==> src/rtl/stream_length_finder.sv <==
// Purpose : length of a null-terminated byte string streamed as BYTES-wide words.
// Latency : result is valid from the edge that accepts the terminating word.
// Backpressure: holds the result until len_ready; no input is taken while a result is pending.
//
// Ports:
//   clk, rst             rising-edge clock, synchronous active-high reset
//   in_valid/in_ready    word handshake; in_word byte k = in_word[8k+7:8k], byte 0 scanned first
//   len_valid/len_ready  result handshake; length = bytes before the first 0x00
//   overflow             true length exceeded 2^LEN_W-1 (only with STREAM_LEN_SATURATE_EN)
//
// Build option: STREAM_LEN_SATURATE_EN -- saturate acc/length and report overflow;
// otherwise arithmetic wraps modulo 2^LEN_W and overflow is tied low.
module stream_length_finder #(
    parameter int BYTES = 8,
    parameter int LEN_W = 8
) (
    input  logic                 clk,
    input  logic                 rst,
    input  logic                 in_valid,
    output logic                 in_ready,
    input  logic [8*BYTES-1:0]   in_word,
    output logic                 len_valid,
    input  logic                 len_ready,
    output logic [LEN_W-1:0]     length,
    output logic                 overflow
);

    // The saturating build needs one extra sum bit to see the carry out.
`ifdef STREAM_LEN_SATURATE_EN
    localparam int SW = LEN_W + 1;
`else
    localparam int SW = LEN_W;
`endif

    typedef enum logic {SCAN, HOLD} state_t;

    state_t           state_q, state_d;
    logic [LEN_W-1:0] acc_q, acc_d;
    logic [LEN_W-1:0] len_q, len_d;

    logic             found;
    logic [SW-1:0]    z;
    logic [SW-1:0]    addend;
    logic [SW-1:0]    sum;
    logic [LEN_W-1:0] acc_next;

    // Lowest zero byte wins; bytes above it are never looked at.
    always_comb begin
        found = 1'b0;
        z     = '0;
        for (int k = 0; k < BYTES; k++) begin
            if (!found && in_word[8*k +: 8] == 8'h00) begin
                found = 1'b1;
                z     = SW'(k);
            end
        end
    end

    assign addend = found ? z : SW'(BYTES);
    assign sum    = SW'(acc_q) + addend;

`ifdef STREAM_LEN_SATURATE_EN
    logic carry;
    assign carry    = sum[LEN_W];
    assign acc_next = carry ? '1 : sum[LEN_W-1:0];
`else
    assign acc_next = sum;
`endif

    // Next-state and handshake outputs. in_ready is a function of state and rst only.
    always_comb begin
        state_d  = state_q;
        in_ready = 1'b0;
        acc_d    = acc_q;
        len_d    = len_q;
        case (state_q)
            SCAN: begin
                in_ready = !rst;
                if (in_valid && !rst) begin
                    if (found) begin
                        len_d   = acc_next;
                        acc_d   = '0;
                        state_d = HOLD;
                    end else begin
                        acc_d   = acc_next;
                    end
                end
            end
            HOLD: begin
                if (len_ready) begin
                    state_d = SCAN;
                end
            end
        endcase
    end

    always_ff @(posedge clk) begin
        if (rst) begin
            state_q <= SCAN;
            acc_q   <= '0;
            len_q   <= '0;
        end else begin
            state_q <= state_d;
            acc_q   <= acc_d;
            len_q   <= len_d;
        end
    end

    assign len_valid = (state_q == HOLD);
    assign length    = len_q;

`ifdef STREAM_LEN_SATURATE_EN
    // Sticky across all words of a string; cleared when the result is taken.
    logic ovf_q, ovf_d;

    always_comb begin
        ovf_d = ovf_q;
        if (state_q == SCAN && in_valid && in_ready && carry) begin
            ovf_d = 1'b1;
        end
        if (state_q == HOLD && len_ready) begin
            ovf_d = 1'b0;
        end
    end

    always_ff @(posedge clk) begin
        if (rst) begin
            ovf_q <= 1'b0;
        end else begin
            ovf_q <= ovf_d;
        end
    end

    assign overflow = ovf_q;
`else
    assign overflow = 1'b0;
`endif

endmodule

==> config.mk <==
export PLATFORM = sky130hd
export DESIGN_NAME = stream_length_finder
export DESIGN_NICKNAME = d
export VERILOG_FILES = /design/src/rtl/stream_length_finder.sv
export SDC_FILE = /design/constraint.sdc
export NUM_CORES = 1
export LEC_CHECK = 0
export CORE_MARGIN = 3
export CORE_UTILIZATION = 35
export DETAILED_ROUTE_END_ITERATION = 7
export MAX_ROUTING_LAYER = met4
export PLACE_DENSITY = 0.82
export SYNTH_ARGS = -nofsm -noshare
export SYNTH_HDL_FRONTEND = slang
export SYNTH_SLANG_ARGS = --single-unit
==> constraint.sdc <==
create_clock -name clk -period 3.67 [get_ports clk]
set_input_delay 0.5505 -clock clk [delete_from_list [all_inputs] [get_ports clk]]
set_output_delay 0.5505 -clock clk [all_outputs]
set_load 0.05 [all_outputs]
* After elaboration in Yosys (flattened, before gate mapping) *
Index checks and enable logic that the tools add are counted.

word-level totals
  input port bits = 68
  output and inout bits = 11
  flip-flop bits (word level) = 17
  logic and storage cells = 53

cells by class
  reduce and logical (&&, ||, !) cells = 26
  $add $sub $neg = 1
  bitwise gates (word level) = 1
  muxes and demuxes = 22

operators by type and width
  operator                               number
  8-bit logical NOT                      8
  8-bit two-way mux                      8
  1-bit two-way mux                      13
  8-bit adder                            1
  1-bit logical AND                      8
  1-bit logical NOT                      8
  3-bit AND reduction                    1
  1-bit one-hot mux with 2 select lines  1
  2-bit AND reduction                    1
  1-bit inverter                         1

* Depth between registers and ports, before layout *
  word-level depth = 26
  gate-level depth with buffers = 12
  gate-level depth less buffers = 12

* Worst setup path after synthesis *
No wires, ideal clock.

  kind = in2reg
  from = input port in_word[49]
  to = register acc_q[6]
  path buffers = 0
  cell stages on the path = 12
  data arrival time = 2.903 ns
  required time = 3.600 ns
  setup slack = 0.697 ns
  library setup time = 0.070 ns
  path through = nor4_1 nand2_1 o21ai_0 a22o_1 a221oi_1 ha_1 fa_1 a211o_1 o2111ai_1 xor2_1 or4_1 a21oi_1

between the ends
  longest elaborated chain between the ends = 9
  elaborated cells between the ends (all ways) = 11
  classes of those cells = add/sub (1); mux (6); reduce/logical (4)

ends and longest elaborated chain
  element                                                        RTL line  RTL
  start: declaration                                             21        input logic [8*BYTES-1:0] in_word,
  8-bit logical NOT (*)                                          52        if (!found && in_word[8*k +: 8] == 8'h00) begin
  1-bit logical AND (*)                                          52
  1-bit two-way mux                                              52
  1-bit logical NOT                                              52
  1-bit logical AND                                              52
  8-bit two-way mux / 1-bit two-way mux (equally long branches)  52
  8-bit two-way mux                                              59        assign addend = found ? z : SW'(BYTES);
  8-bit adder                                                    60        assign sum = SW'(acc_q) + addend;
  8-bit two-way mux (*)                                          80        if (found) begin
  end signal: assignment                                         100       acc_q <= '0;
  end signal: assignment                                         104       acc_q <= acc_d;
  end: declaration                                               38        logic [LEN_W-1:0] acc_q, acc_d;

Every way passes the cells marked *; elsewhere a longest branch is shown, timed or not.
A chain may end at the register's enable or synchronous reset.

* Worst setup path in the final report *
Ends and elaborated chain as after synthesis.

==> impl_metrics.csv <==
group,metric,value,unit
power_and_ir_drop,power_density,208,nW/um^2
cts,clkTransAtPathRegs,110,ps
cts,cts_buffers,3,
detailed_routing,routedWlPerCell,15.2,microns
worst_setup_path,cp-startpoint,"in_word[49]",
worst_setup_path,crit_end,"acc_q[6]",
floorplanning,die_x,63.3,microns
place,place_hpwl,3170,microns
logic_synthesis,synth.distinct_cells,41,
worst_setup_path,worst_setup_path_end_kind,"flop",
floorplanning,fp-row-count,20,
cts,h-tree-depth,1,
finish,area_growth,75.0,%
cts,clock_latency,300,ps
finish,antenna_cells,0,
logic_synthesis,syn_nets,201,
logic_synthesis,syn_inst,128,
worst_setup_path,worstReg2RegEnd,"acc_q[6]",
finish,drive_gt1_frac,0.0813,
cts,cts_repair_resize_count,0,
global_routing,grt_max_degree,19,
floorplanning,core,3080,sq um
floorplanning,pin_count,79,
finish,final_common_cell,"clkdlybuf4s50_1",
sta,setup-tns-final,0,ps
finish,fin_nets,283,
detailed_routing,totalWireLength,3840,microns
cts,root_buffer,"clkbuf_4",
sta,rsz0062_at_grt,"false",
place,numPortBuffers,77,
sta,worst_pin_slew,516,ps
job,cap_violations,0,
global_routing,grt_pass1_wl,6420,microns
finish,finalInstanceArea,2010,sq um
logic_synthesis,ys_seq_area_frac,0.297,
detailed_routing,route.detailed.drc,0,
power_and_ir_drop,p_leak,0.780,nW
logic_synthesis,ys_ff_latch,17,
detailed_routing,drt-initial-drc-count,23,
worst_setup_path,worst-setup-path-type,"in2reg",
sta,slew_violations,0,
cts,clock_path_buffers,2,
sta,hold_viol,0,
logic_synthesis,synthFlopType,"dfxtp_1",
cts,postCtsSetupBuffers,0,
floorplanning,die_h,63.3,microns
worst_setup_path,reg2reg_from,"acc_q[0]",
sta,skew,7.49,ps
place,placed_area,1980,sq um
global_routing,gr-usage-all-layers,0.200,
worst_setup_path,critPathLaunchType,"input pin",
detailed_routing,dr.pass1.iters,4,
worst_setup_path,critPathRequiredTime,3890,ps
sta,setup_viol,0,
worst_setup_path,crit_arrival,3580,ps
cts,numClockSinks,17,
detailed_routing,via_per_inst,5.02,
sta,final.min_clock_period,3360,ps
sta,slew_headroom,0.655,
power_and_ir_drop,ir_drop,0.228,mV
detailed_routing,num_vias,1271,
sta,max_freq,0.298,GHz
logic_synthesis,synth.area.top_cells,"dfxtp_1, nor4_1, mux2i_1, nand2_1, ha_1",
worst_setup_path,reg2reg_depth,7,
logic_synthesis,synth.cell_area,1150,sq um
sta,post-route-period-util,0.915,
floorplanning,start_util,0.373,
logic_synthesis,synth_top_cell_by_area,"dfxtp_1",
worst_setup_path,critPathMaxFanout,3,
detailed_routing,final_antenna_net_count,0,
global_routing,overflow,0,
logic_synthesis,synth_edf_count,0,
worst_setup_path,reg2reg_slack,1510,ps
global_routing,grt_pass1_vias,1365,
global_routing,antenna_found_initial,0,
logic_synthesis,synth_warnings,0,
logic_synthesis,syn_avg_cell_area,8.96,sq um
sta,hold_ws,478,ps
cts,cts_tree,"built",
floorplanning,die_area,4000,sq um
cts,cts-hold-fix-buffers,0,
outcome,status,"finished clean",
logic_synthesis,synth_top_area_frac,0.297,
place,place_congestion,0.873,
logic_synthesis,ys_async_sr_fraction,0,
hold_path,hold_class,"reg2reg",
finish,final_cell_mix,"clkdlybuf4s50_1, dfxtp_1, nand2_1, nor4_1, nand2b_1",
==> synth_stat cells, drive strengths merged, types with 2 or more instances <==
cell type,n
dfxtp,17
nor4b,2
and2,4
o21ai,3
nand2b,8
mux2,2
nor2b,4
or4,2
a21oi,6
o2111ai,2
buf,3
a311o,2
nand4,2
nor4,16
ha,4
mux2i,6
nor2,7
nand2,16
xor2,5
==> layer usage <==
metal  vias up  GRT usage  routed length, microns
met5         -          -                       0
met4         0     0.0431                      64
met3         7     0.0357                     178
met2        38      0.375                    2050
met1       583      0.219                    1540
li1        643          -                       -
==> kinds of logic (layout without fill, tap and decap cells) <==
group,after synthesis,count (layout),share of synthesized area
AND/OR/NAND/NOR,67,67,0.360
buffers and inverters,4,85,0.0185
adder cells (fa/ha/maj),5,5,0.0611
AO/OA/AOI/OAI,20,20,0.136
other,1,1,0.00327
XOR/XNOR,6,6,0.0458
multiplexers,8,8,0.0785
flip-flops,17,17,0.297
==> worst max-delay path, stage by stage <==
cell,delay (ps)
clkdlybuf4s50_1,410
nor4_1,320
nand2_1,150
o21ai_0,180
a22o_1,140
a221oi_1,80
ha_1,240
fa_1,430
a211o_1,280
o2111ai_1,110
xor2_1,110
or4_1,400
a21oi_1,180
==> power by group <==
group / switching (W) / internal (W)
clock network: 0.0000645 / 0.0000423
registers: 0.00000428 / 0.000188
logic: 0.0000377 / 0.0000814
total: 0.000107 / 0.000312
==> metrics by stage <==
stage               setup WS (ps)  std cells  utilization  power, W
floorplan                     697        128            -  0.000232
global placement             98.1        249        0.644  0.000311
detailed placement           20.9        249        0.644  0.000315
CTS                           311        253        0.652  0.000416
global route                 47.3        253        0.652  0.000434
finish                        312        253        0.652  0.000418
==> flip-flops by register name, summed over array words and instances (netlist names) <==
name / flops
length: 8
len_valid: 1
acc_q: 8
==> worst min path at each step <==
stage,start,end,slack [ps],cells after the start
2_1_floorplan,acc_q[2],acc_q[2],440,2
5_1_grt,acc_q[3],acc_q[3],510,2
3_5_place_dp,acc_q[2],acc_q[2],470,2
4_1_cts,acc_q[2],acc_q[2],480,2
6_report,acc_q[2],acc_q[2],480,2
3_3_place_gp,acc_q[3],acc_q[3],450,2
==> layout make-up <==
cell class,instances,area (sq um)
tap,44,55.1
clock buffer,4,26.3
multi-input combinational,107,786
timing repair buffer,81,801
fill,265,1070
sequential,17,340
(Power assumes the default switching activity.)
